==> config.mk <==
export PLATFORM = sky130hd
export DESIGN_NAME = puf_response_reader
export DESIGN_NICKNAME = d
export VERILOG_FILES = /design/src/rtl/puf_pkg.sv /design/src/rtl/sync_2ff.sv /design/src/rtl/puf_response_reader.sv
export SDC_FILE = /design/constraint.sdc
export NUM_CORES = 1
export LEC_CHECK = 0
export ABC_AREA = 1
export CORE_MARGIN = 1
export CORE_UTILIZATION = 44
export DETAILED_ROUTE_END_ITERATION = 10
export PLACE_DENSITY = 0.73
export RECOVER_POWER = 100
export SLEW_MARGIN = 20
export SYNTH_ARGS = -nofsm -noshare
export SYNTH_HDL_FRONTEND = slang
export SYNTH_SLANG_ARGS = --single-unit
==> constraint.sdc <==
create_clock -name clk -period 2.95 [get_ports clk]
set_input_delay 0.4425 -clock clk [delete_from_list [all_inputs] [get_ports clk]]
set_output_delay 0.4425 -clock clk [all_outputs]
set_load 0.02 [all_outputs]
==> src/rtl/puf_pkg.sv <==
// -----------------------------------------------------------------------------
// puf_pkg
// Shared types and helpers for the PUF response reader.
//   puf_state_t  : evaluation FSM states
//   LFSR_TAPS    : tap mask for the 16-bit Fibonacci LFSR (taps 16,14,13,11)
//   DEFAULT_SEED : LFSR value used when the seed input is zero
//   lfsr_next()  : one LFSR step (shift left, feedback into bit 0)
// Optional build macro used by the reader: PUF_MAJORITY_EN
// -----------------------------------------------------------------------------
package puf_pkg;

   typedef enum logic [2:0] {
      IDLE   = 3'd0,
      ARM    = 3'd1,
      RACE   = 3'd2,
      SAMPLE = 3'd3,
      SHIFT  = 3'd4,
      DONE   = 3'd5
   } puf_state_t;

   // Bit positions 15,13,12,10 correspond to taps 16,14,13,11.
   localparam logic [15:0] LFSR_TAPS    = 16'hB400;
   localparam logic [15:0] DEFAULT_SEED = 16'hACE1;

   function automatic logic [15:0] lfsr_next(input logic [15:0] cur);
      return {cur[14:0], ^(cur & LFSR_TAPS)};
   endfunction

endpackage

==> src/rtl/sync_2ff.sv <==
// -----------------------------------------------------------------------------
// sync_2ff
// 1-bit two-flop synchroniser for the asynchronous PUF chain outputs.
//   clk : system clock
//   rst : asynchronous active-high reset, clears both flops
//   d_i : asynchronous input
//   q_o : synchronised output (two clock cycles of latency)
// -----------------------------------------------------------------------------
module sync_2ff (
   input  logic clk,
   input  logic rst,
   input  logic d_i,
   output logic q_o
);

   logic [1:0] ff_q;

   always_ff @(posedge clk or posedge rst) begin
      if (rst) begin
         ff_q <= 2'b00;
      end else begin
         ff_q <= {ff_q[0], d_i};
      end
   end

   assign q_o = ff_q[1];

endmodule

==> src/rtl/puf_response_reader.sv <==
// -----------------------------------------------------------------------------
// puf_response_reader
// Evaluation side of an enable-gated PUF slice chain. For each response bit an
// LFSR challenge is applied, the chain enable is pulsed for SETTLE_CYC cycles,
// the synchronised chain output A is sampled and shifted into the response.
// Finished RESP_BITS-wide words are returned over a valid/ready handshake.
//
// Ports:
//   clk, rst            : clock, asynchronous active-high reset
//   start, seed[15:0]   : start request (IDLE only) and LFSR seed (0 -> default)
//   chal_sel, chal_bx   : challenge driven to the slice chain
//   chain_en            : enable to all slices (high only in RACE/SAMPLE)
//   chain_a, chain_b    : asynchronous chain outputs
//   resp_data/valid     : response word, MSB = first bit collected
//   resp_ready          : consumer accepts resp_data
//   busy                : high whenever the FSM is not in IDLE
//
// Build macro PUF_MAJORITY_EN: each bit is evaluated three times with the same
// challenge and the bit is the majority of the three A samples.
// -----------------------------------------------------------------------------
module puf_response_reader #(
   parameter int          N_STAGES     = 8,
   parameter int          RESP_BITS    = 16,
   parameter int          SETTLE_CYC   = 8,
   parameter logic [15:0] DEFAULT_SEED = 16'hACE1
) (
   input  logic                 clk,
   input  logic                 rst,
   input  logic                 start,
   input  logic [15:0]          seed,
   output logic [N_STAGES-1:0]  chal_sel,
   output logic                 chal_bx,
   output logic                 chain_en,
   input  logic                 chain_a,
   input  logic                 chain_b,
   output logic [RESP_BITS-1:0] resp_data,
   output logic                 resp_valid,
   input  logic                 resp_ready,
   output logic                 busy
);

   import puf_pkg::*;

   localparam int CNT_W = $clog2(RESP_BITS + 1);
   localparam int RC_W  = $clog2(SETTLE_CYC);

   // ---------------------------------------------------------------- sync
   logic [1:0] chain_raw;
   logic [1:0] chain_sync;
   logic       a_sync;
   logic       unused_b_sync;

   assign chain_raw = {chain_b, chain_a};

   generate
      for (genvar gi = 0; gi < 2; gi++) begin : g_sync
         sync_2ff u_sync (
            .clk (clk),
            .rst (rst),
            .d_i (chain_raw[gi]),
            .q_o (chain_sync[gi])
         );
      end
   endgenerate

   assign a_sync        = chain_sync[0];
   // B is synchronised so it can be probed, but the response uses A alone.
   assign unused_b_sync = chain_sync[1];

   // ---------------------------------------------------------------- state
   puf_state_t           state_q;
   logic [15:0]          lfsr_q;
   logic [15:0]          lfsr_d;
   logic [15:0]          seed_eff;
   logic [CNT_W-1:0]     cnt_q;
   logic [RC_W-1:0]      rc_q;
   logic                 bit_q;
   logic [RESP_BITS-1:0] sr_q;
   logic [N_STAGES-1:0]  chal_sel_q;
   logic                 chal_bx_q;
   logic                 chain_en_q;
   logic                 resp_valid_q;
   logic                 busy_q;
`ifdef PUF_MAJORITY_EN
   logic [1:0]           ev_q;    // evaluation index within the current bit
   logic [1:0]           ones_q;  // ones seen in earlier evaluations of this bit
`endif

   assign lfsr_d   = lfsr_next(lfsr_q);
   assign seed_eff = (seed == 16'd0) ? DEFAULT_SEED : seed;

   // Challenge outputs are registered copies of the LFSR so that reset can
   // force them to zero while the LFSR itself resets to DEFAULT_SEED.
   always_ff @(posedge clk or posedge rst) begin
      if (rst) begin
         state_q      <= IDLE;
         lfsr_q       <= DEFAULT_SEED;
         cnt_q        <= '0;
         rc_q         <= '0;
         bit_q        <= 1'b0;
         sr_q         <= '0;
         chal_sel_q   <= '0;
         chal_bx_q    <= 1'b0;
         chain_en_q   <= 1'b0;
         resp_valid_q <= 1'b0;
         busy_q       <= 1'b0;
`ifdef PUF_MAJORITY_EN
         ev_q         <= 2'd0;
         ones_q       <= 2'd0;
`endif
      end else begin
         case (state_q)
            IDLE: begin
               if (start) begin
                  lfsr_q     <= seed_eff;
                  chal_sel_q <= seed_eff[N_STAGES-1:0];
                  chal_bx_q  <= seed_eff[15];
                  cnt_q      <= '0;
                  sr_q       <= '0;
                  busy_q     <= 1'b1;
`ifdef PUF_MAJORITY_EN
                  ev_q       <= 2'd0;
                  ones_q     <= 2'd0;
`endif
                  state_q    <= ARM;
               end
            end
            ARM: begin
               rc_q       <= '0;
               chain_en_q <= 1'b1;
               state_q    <= RACE;
            end
            RACE: begin
               if (rc_q == RC_W'(SETTLE_CYC - 1)) begin
                  state_q <= SAMPLE;
               end else begin
                  rc_q <= rc_q + 1'b1;
               end
            end
            SAMPLE: begin
               chain_en_q <= 1'b0;
`ifdef PUF_MAJORITY_EN
               if (ev_q == 2'd2) begin
                  // Majority of three: two earlier ones, or one plus this sample.
                  bit_q   <= (ones_q == 2'd2) || ((ones_q == 2'd1) && a_sync);
                  state_q <= SHIFT;
               end else begin
                  ones_q  <= ones_q + {1'b0, a_sync};
                  ev_q    <= ev_q + 2'd1;
                  state_q <= ARM;
               end
`else
               bit_q   <= a_sync;
               state_q <= SHIFT;
`endif
            end
            SHIFT: begin
               sr_q       <= RESP_BITS'({sr_q, bit_q});
               lfsr_q     <= lfsr_d;
               chal_sel_q <= lfsr_d[N_STAGES-1:0];
               chal_bx_q  <= lfsr_d[15];
               cnt_q      <= cnt_q + 1'b1;
`ifdef PUF_MAJORITY_EN
               ev_q       <= 2'd0;
               ones_q     <= 2'd0;
`endif
               if (cnt_q == CNT_W'(RESP_BITS - 1)) begin
                  resp_valid_q <= 1'b1;
                  state_q      <= DONE;
               end else begin
                  state_q <= ARM;
               end
            end
            DONE: begin
               if (resp_ready) begin
                  resp_valid_q <= 1'b0;
                  busy_q       <= 1'b0;
                  state_q      <= IDLE;
               end
            end
            default: begin
               chain_en_q   <= 1'b0;
               resp_valid_q <= 1'b0;
               busy_q       <= 1'b0;
               state_q      <= IDLE;
            end
         endcase
      end
   end

   assign chal_sel   = chal_sel_q;
   assign chal_bx    = chal_bx_q;
   assign chain_en   = chain_en_q;
   assign resp_data  = sr_q;
   assign resp_valid = resp_valid_q;
   assign busy       = busy_q;

endmodule

### Word level (Yosys, flattened, before mapping)

Cells that the tools add are included.

* flip-flop bits (word level): 58
* bits in latches: 0
* memory bits (writable): 0
* ROM bits: 0
* input bits: 22
* output and inout port bits: 28
* logic and storage cells: 65
* memories: 0

* $add $sub $neg: 2
* $mul: 0
* div/mod/pow operators: 0
* order comparisons: 0
* eq/ne operators: 12
* shift operators: 0
* mux-type cells: 24
* bitwise logic cells: 2
* reductions and logical operators: 13

Operator list (count)
* case mux 16 bit (2 select lines): 2
* 2-to-1 mux 16 bit: 3
* case mux 3 bit (6 select lines): 1
* zero test 16 bit: 1
* case mux 8 bit (2 select lines): 1
* XOR reduction 16 bit: 1
* 2-to-1 mux 3 bit: 5
* OR reduction 4 bit: 3
* != test 2 bit (second input constant): 5
* case mux 5 bit (2 select lines): 1
* == test 3 bit (second input constant): 3
* AND reduction 3 bit: 3
* 2-to-1 mux 8 bit: 1
* == test 3 x 2 -> 1 bit (second input constant): 2
* case mux 1 bit (3 select lines): 2
* case mux 3 bit (2 select lines): 1
* adder 5 x 1 -> 5 bit (second input constant): 1
* == test 5 x 4 -> 1 bit (second input constant): 1
* 2-to-1 mux 5 bit: 1
* 2-to-1 mux 1 bit: 4
* case mux 1 bit (2 select lines): 2
* AND reduction 2 bit: 2
* nonzero test 2 bit: 2
* adder 3 x 1 -> 3 bit (second input constant): 1
* 3 further kinds: 4

### Depth between registers and ports, before layout

Gate-level depths: netlist of the first run.

* depth in word-level cells: 4
* gate-level depth with buffers: 8
* mapped depth without buffers: 8

### Modules after synthesis

A second synthesis of the first run with hierarchy kept.

* cells, all modules: 290
* area total of the unflattened synthesis: 2473.6 sq um

By module, submodules not included
* puf_response_reader: instances 1, cells an instance 287, area each 2419.8 sq um, sequential area each 1311.3 sq um
* sync_2ff: instances 1, cells an instance 3, area each 53.8 sq um, sequential area each 50.0 sq um

### Worst setup path before layout of the first run

No wires, ideal clock.

* path kind: reg-to-reg
* start: register state_q[0]
* end: register sr_q[10] (netlist: resp_data[10])
* library setup time: 0.127 ns
* arrival time: 1.192 ns
* path slack: 1.631 ns
* cell stages (with the launch flop): 8
* path buffers: 1
* clock period less this slack: 1.319 ns
* cell sequence: dfrtp_1 nor2_4 nand2_2 nor2_4 nor2_8 inv_4 buf_6 o22ai_2

* word-level cells in the longest chain between the ends: 3

RTL lines
* start, declared: line puf_response_reader.sv:71 `puf_state_t state_q;`
* start signal, assigned: line puf_response_reader.sv:96 `state_q <= IDLE;`
* start signal, assigned: line puf_response_reader.sv:125 `state_q <= ARM;`
* start signal, assigned: line puf_response_reader.sv:131 `state_q <= RACE;`
* == test 3 bit or zero test 3 bit (tied branches): line puf_response_reader.sv:112 `case (state_q)`
* nonzero test 2 bit (no source line) or != test 2 bit (tied branches)
* AND reduction 2 bit (no source line)
* end signal, assigned: line puf_response_reader.sv:158 `sr_q <= RESP_BITS'({sr_q, bit_q});`
* end, declared: line puf_response_reader.sv:78 `logic [RESP_BITS-1:0] sr_q;`

Several ways; a longest one is shown, not always the timed one.
A chain may end at the register's enable or synchronous reset.

### Final worst setup path of the first run

* start: register state_q[0]
* end: register chal_sel_q[0] (netlist: chal_sel[0])

* word-level cells in the longest chain between the ends: 3

RTL lines
* == test 3 bit or zero test 3 bit (tied branches): line puf_response_reader.sv:112
* nonzero test 2 bit (no source line) or != test 2 bit (tied branches)
* AND reduction 2 bit (no source line)
* end signal, assigned: line puf_response_reader.sv:116 `chal_sel_q <= seed_eff[N_STAGES-1:0];`
* end signal, assigned: line puf_response_reader.sv:160 `chal_sel_q <= lfsr_d[N_STAGES-1:0];`
* end, declared: line puf_response_reader.sv:79 `logic [N_STAGES-1:0] chal_sel_q;`

Several ways; a longest one is shown, not always the timed one.

==> summary.txt, run 1 <==
Max stage delay on crit path -> 450 ps
Area Overhead vs Synth -> 21.64%
Worst Skew -> 7.251 ps
Final #Nets -> 362
drt initial violations -> 69
sequential cell area -> 1361 um2
HPWL after DPL -> 3421 um
# rows -> 27
Post-Syn Area -> 2550 um2
Die ar. -> 6104 um2
Vias -> 1998
Synth cell types -> 26
Ports -> 50
postcts setup bufs -> 0
crit path DAT -> 2210 ps
fin worst setup slack -> 986.1 ps
syn avg cell area -> 8.733 um2
Post-CTS Hold Buffers -> 0
cell repeated most along the worst path -> inv_4
HP Class -> register to register
Yosys Warn Count -> 0
Routed Antenna Nets -> 0
status -> complete, no violations
switching power -> 284.2 uW
Slew headroom -> 22.35%
Clk Latency, worst-skew pair -> 300 ps
Gate power share -> 6.4%
Multi-input gate area -> 895.9 um2
first-pass GRT wire length -> 8211 um
total wire length -> 4802 um
clock buffer count from CTS -> 5
number of global-route vias before repair -> 1855
Inst Count DP -> 401
register area share after synthesis -> 53.39%
fin cells -> 409
hold_ws -> 353.1 ps
ant diodes -> 0
Avg WL per Cell -> 11.74 um
Final Hold Fails -> 0
setup slack, reg-to-reg -> 990 ps
die height -> 78.13 um
Setup-failing EPs final -> 0
Critical Path RT -> 3200 ps
Initial Utilization -> 46.03%
Fin Setup TNS -> 0 ps
placed inst area -> 3055 um2
TritonCTS clock tree -> done
Setup Slack @ Placement -> 926.4 ps
RSZ-0062 raised after global routing -> no
Critical Path End -> chal_sel[0]$_DFFE_PP0P_
Net Count, Synth -> 318
post-synthesis instance total -> 292
Overflow after GRT -> 0
CP Capture Type -> register
CP startpoint kind -> register
Clock Power Share -> 36.7%
Max FO, Critical Path -> 26
GRT Total Usage -> 17.02%
Resized Gates After CTS -> 0
Worst Setup SP -> state_q[0]$_DFFE_PP0P_
Max Cap Viol -> 0
port bufs -> 48
H-tree depth -> 2
worst-path cell chain -> nor2_1 > nand2_4 > inv_4 > nor2_8 > inv_4 > nand3_1 > nand2_1
slowest CP cell -> dfrtp_1
kind of critical path -> register to register
Core ar. -> 5540 um2
Crit Reg-Reg Startpoint -> state_q[0]$_DFFE_PP0P_
Int Power -> 1.048 mW
residual DRC count -> 0
share of cells above drive strength 1 -> 7.418%
Final Util -> 55.98%
root buffer cell -> clkbuf_8
clk sinks -> 54
Reg clk slew, reported paths -> 100 ps
Tot Pwr -> 1.332 mW
Reg2Reg Capture Point -> chal_sel[0]$_DFFE_PP0P_
largest net degree at the start of global routing -> 32
via-per-instance ratio -> 4.885
Die Wd -> 78.13 um
Period minus WS final -> 1964 ps
fin area -> 3102 um2
Peak VDD IR -> 0.0003014 V
fin. max-slew vios -> 0
CTS Buffer Depth -> 2
pwr/cell area -> 429.6 nW/um2
fillers -> 530
highest clock rate -> 509.2 MHz
Sw Share -> 21.33%
worst slew pin tran -> 1163 ps
Final period util -> 66.57%
sequential power share -> 56.9%
Pleak -> 1.520 nW
first-pass iteration count of the detailed router -> 4
initial antenna violation count -> 0
Placer Congestion -> 0.7766
Synth Register Bits -> 54
worst r2r path cells -> 7
[worst min-delay path by stage]
stage,from,cells past startpoint,endpoint,slack [ps]
2_1_floorplan,g_sync[0].u_sync.ff_q[0]$_DFF_PP0_,0,g_sync[0].u_sync.ff_q[1]$_DFF_PP0_,330
3_3_place_gp,g_sync[0].u_sync.ff_q[0]$_DFF_PP0_,0,g_sync[0].u_sync.ff_q[1]$_DFF_PP0_,330
3_5_place_dp,g_sync[0].u_sync.ff_q[0]$_DFF_PP0_,0,g_sync[0].u_sync.ff_q[1]$_DFF_PP0_,340
4_1_cts,g_sync[0].u_sync.ff_q[0]$_DFF_PP0_,0,g_sync[0].u_sync.ff_q[1]$_DFF_PP0_,360
5_1_grt,g_sync[0].u_sync.ff_q[0]$_DFF_PP0_,0,g_sync[0].u_sync.ff_q[1]$_DFF_PP0_,380
6_report,g_sync[0].u_sync.ff_q[0]$_DFF_PP0_,0,g_sync[0].u_sync.ff_q[1]$_DFF_PP0_,350
[layout make-up]
class	count	share of cell area, %
clock inverter	2	1.210
inverter	37	4.639
timing repair buffer	49	16.14
tap	72	2.904
sequential	54	43.89
multi-input combinational	189	28.88
clock buffer	6	2.340
[layer usage]
metal  track usage, %  vias up  wire length [um]
li1                 -     1009                 -
met1            21.43      962              2174
met2            28.95       23              2441
met3            3.488        4               122
met4            6.111        0                63
met5                0        -                 0
[critical path: cells and delay by family, from the launching register on]
kind | cells | cell delay (ps)
AND/OR/NAND/NOR | 5 | 940
buffers and inverters | 2 | 500
flip-flops | 1 | 450
[registers in the layout, summed over array words and instances, names as in the netlist, 2 cells and up]
register / count
lfsr_q: 16
resp_data: 16
cnt_q: 5
chal_sel: 4
rc_q: 3
state_q: 3
g_sync.u_sync.ff_q: 2
[cell usage in the layout (no fill, tap or decap), drive strengths merged]
| cell type | instances |
|---|---|
| clkbuf | 6 |
| ha | 4 |
| or2 | 1 |
| inv | 37 |
| mux2 | 1 |
| o211ai | 2 |
| dfstp | 8 |
| o31ai | 1 |
| o22ai | 16 |
| nand2 | 103 |
| nor2 | 24 |
| nand3 | 22 |
| clkinvlp | 1 |
| bufinv | 1 |
| dfrtp | 46 |
| buf | 1 |
| dlygate4sd3 | 30 |
| a21oi | 2 |
| o21ai | 12 |
| clkdlybuf4s50 | 18 |
| xor2 | 1 |
[power groups by stage]
| stage | Clock, mW | Sequential, mW | Combinational (mW) |
|---|---|---|---|
| finish | 0.488 | 0.758 | 0.0858 |
| global route | 0.530 | 0.760 | 0.0957 |
| CTS | 0.505 | 0.759 | 0.0921 |
| detailed placement | 0 | 0.773 | 0.0919 |
| global placement | 0 | 0.772 | 0.0917 |
| floorplan | 0 | 0.777 | 0.0365 |
[synthesized netlist by cell type]
library cell	number	area share (%)
o211ai_1	2	0.59
dfrtp_1	46	45
inv_1	34	5.0
nor2_4	2	0.88
ha_1	4	2.0
a21oi_1	2	0.39
buf_4	8	2.4
dfstp_2	8	8.2
o22ai_2	10	4.9
inv_2	1	0.15
o22ai_1	6	1.5
nand3_1	22	4.3
buf_2	2	0.39
buf_6	1	0.44
nor2_1	21	3.1
nor2_8	1	0.79
o31ai_1	1	0.29
or2_2	1	0.25
xor2_1	1	0.34
inv_4	2	0.49
mux2_2	1	0.44
nand2_2	1	0.25
nand2_4	1	0.44
nand2_1	101	15
clkbuf_1	1	0.15
o21ai_0	12	2.4
[cells by family (layout without fill, tap and decap cells)]
group	Yosys count	after routing	synth area share, %
and+or+nand+nor	150	150	24.88
muxes	1	1	0.4416
DFF	54	54	53.39
AOI/OAI and AO/OA	33	33	10.01
adders and majority gates	4	4	1.963
buffers and inverters	49	94	8.979
xor gates and xnor gates	1	1	0.3435
(Power assumes the default switching activity.)
==> inputs of run 2 (changes only) <==
==> constraint.sdc (replaced) <==
create_clock -name clk -period 1.81 [get_ports clk]
set_input_delay 0.2715 -clock clk [delete_from_list [all_inputs] [get_ports clk]]
set_output_delay 0.2715 -clock clk [all_outputs]
set_load 0.02 [all_outputs]
==> run 2 against run 1 <==
  * Power rose by 64%
  * Combinational power grew 61%
  * Clock-buffer cell count is the same
  * Global-route usage increased by 1.6 points
  * Cell count rose by 0.98%
  * Sequential cell count did not move
  * Die area stayed put
  * Sequential share of layout area fell by 0.28 points
  * Worst hold slack improved by 20 ps
  * Critical endpoint is now chal_sel[3]
  * Largest cell class unchanged
==> summary.txt, run 2 (synthesis gave the netlist of run 1 again) <==
Critical Path RT -> 1540 ps (was 3200 ps)
Max Cap Viol -> 0 (unchanged)
Die ar. -> 6104 um2 (unchanged)
Final Hold Fails -> 0 (unchanged)
H-tree depth -> 2 (unchanged)
pwr/cell area -> 698.9 nW/um2 (was 429.6 nW/um2)
largest net degree at the start of global routing -> 42 (was 32)
Worst Path Buf+Inv -> 1 (was 2)
die height -> 78.13 um (unchanged)
kind of critical path -> register to output port (was register to register)
worst r2r path cells -> 6 (was 7)
CTS Buffer Depth -> 2 (unchanged)
worst slew pin tran -> 545.5 ps (was 1163 ps)
Final #Nets -> 366 (was 362)
root buffer cell -> clkbuf_8 (unchanged)
Peak VDD IR -> 0.0004201 V (was 0.0003014 V)
ant diodes -> 0 (unchanged)
GRT Total Usage -> 18.61% (was 17.02%)
TritonCTS clock tree -> done (unchanged)
slowest CP cell -> dlygate4sd3_1 (was dfrtp_1)
Reg2Reg Capture Point -> lfsr_q[9]$_DFFE_PP0P_ (was chal_sel[0]$_DFFE_PP0P_)
Max FO, Critical Path -> 3 (was 26)
Max stage delay on crit path -> 680 ps (was 450 ps)
residual DRC count -> 0 (unchanged)
Core ar. -> 5540 um2 (unchanged)
crit path DAT -> 1380 ps (was 2210 ps)
CP delay by family, top -> buffers and inverters (was simple AND/OR/NAND/NOR gates)
# rows -> 27 (unchanged)
Clk Latency, worst-skew pair -> 310 ps (was 300 ps)
via-per-instance ratio -> 4.835 (was 4.885)
port bufs -> 48 (unchanged)
Worst Setup SP -> lfsr_q[3]$_DFFE_PP0P_ (was state_q[0]$_DFFE_PP0P_)
Area Overhead vs Synth -> 22.42% (was 21.64%)
initial antenna violation count -> 0 (unchanged)
Slew headroom -> 63.63% (was 22.35%)
Final period util -> 90.97%
share of cells above drive strength 1 -> 8.504% (was 7.418%)
Reg clk slew, reported paths -> 90 ps (was 100 ps)
Post-CTS Hold Buffers -> 0 (unchanged)
Routed Antenna Nets -> 0 (unchanged)
highest clock rate -> 607.3 MHz
status -> complete, no violations (unchanged)
Overflow after GRT -> 0 (unchanged)
commonest non-fill, non-tap cell in the layout -> nand2_1 (unchanged)
first-pass iteration count of the detailed router -> 4 (unchanged)
Pleak -> 1.533 nW (was 1.520 nW)
first-pass GRT wire length -> 9018 um (was 8211 um)
number of global-route vias before repair -> 1955 (was 1855)
Crit Reg-Reg Startpoint -> state_q[0]$_DFFE_PP0P_ (unchanged)
total wire length -> 5018 um (was 4802 um)
postcts setup bufs -> 0 (unchanged)
Fin Setup TNS -> 0 ps (unchanged)
cell depth of the worst setup path -> 1 (was 7)
clk sinks -> 54 (unchanged)
Setup-failing EPs final -> 0 (unchanged)
Die Wd -> 78.13 um (unchanged)
Placer Congestion -> 0.7669 (was 0.7766)
Worst Skew -> 8.113 ps (was 7.251 ps)
fin. max-slew vios -> 0 (unchanged)
Avg WL per Cell -> 12.15 um (was 11.74 um)
CP startpoint kind -> register (unchanged)
Initial Utilization -> 46.03% (unchanged)
RSZ-0062 raised after global routing -> no (unchanged)
most frequent cells in the layout -> 102 x nand2_1, 46 x dfrtp_1, 35 x inv_1 (was 101 x nand2_1, 46 x dfrtp_1, 35 x inv_1)
drt initial violations -> 78 (was 69)
Period minus WS final -> 1647 ps
HP Class -> register to register (unchanged)
Ports -> 50 (unchanged)
HPWL after DPL -> 3606 um (was 3421 um)
Critical Path End -> chal_sel[3] (was chal_sel[0]$_DFFE_PP0P_)
CP Capture Type -> output port (was register)
Setup Slack @ Placement -> 99.39 ps (was 926.4 ps)
Resized Gates After CTS -> 0 (unchanged)
hold_ws -> 372.8 ps (was 353.1 ps)
clock buffer count from CTS -> 5 (unchanged)
Vias -> 1997 (was 1998)
worst-path cell chain -> dlygate4sd3_1 (was nor2_1 > nand2_4 > inv_4 > nor2_8 > inv_4 > nand3_1 > nand2_1)
fin worst setup slack -> 163.4 ps (was 986.1 ps)
setup slack, reg-to-reg -> 250 ps (was 990 ps)
run 2: changes by cell type in the layout (fill, tap and decap cells not counted):
cell / change
nor2_1: -1
nand2_1: +1
clkbuf_2: +1
nor2_4: +1
clkbuf_4: +1
nand2_2: -1
buf_12: -1
buf_4: +3
run 2: layout make-up:
cell class / count / area, um2
clock buffers: 6 / 72.57
clock inverters: 2 / 37.54
fillers: 526 / 2419
inverters: 37 / 143.9
multi-input cells: 189 / 900.9
flip-flops and latches: 54 / 1361
well taps: 72 / 90.09
repair buffers: 53 / 515.5
run 2: through the flow:
stage	power (mW)	util (%)	cells	cell area (um2)
final	2.182	56.35	413	3122
after global placement	1.409	55.69	405	3085
after CTS	2.212	57.68	413	3196
after detailed placement	1.412	55.69	405	3085
after floorplan	1.326	-	292	2550
after global routing	2.260	56.35	413	3122
run 2: how the worst min path moves through the flow:
stage,startpoint,to,slack (ps),cells after the start
finish,g_sync[0].u_sync.ff_q[0]$_DFF_PP0_,g_sync[0].u_sync.ff_q[1]$_DFF_PP0_,370,0
global route,g_sync[0].u_sync.ff_q[0]$_DFF_PP0_,g_sync[0].u_sync.ff_q[1]$_DFF_PP0_,380,0
CTS,rst,resp_data[0]$_DFFE_PP0P_,230,2
detailed placement,g_sync[0].u_sync.ff_q[0]$_DFF_PP0_,g_sync[0].u_sync.ff_q[1]$_DFF_PP0_,350,0
global placement,g_sync[0].u_sync.ff_q[0]$_DFF_PP0_,g_sync[0].u_sync.ff_q[1]$_DFF_PP0_,340,0
floorplan,chain_a,g_sync[0].u_sync.ff_q[0]$_DFF_PP0_,300,0
run 2: routing by layer:
metal | wire length (um) | global-route usage [%] | part of all wire [%] | vias to the layer above
met5 | 0 | 0 | 0 | -
met4 | 40 | 5.000 | 0.80 | 0
met3 | 129 | 3.605 | 2.6 | 4
li1 | - | - | - | 1013
met1 | 2378 | 24.28 | 47 | 950
met2 | 2470 | 31.58 | 49 | 30
run 2: power breakdown:
group / internal (mW) / switching [mW]
Sequential: 1.23 / 0.0107
Clock: 0.413 / 0.394
Combinational: 0.0668 / 0.0712
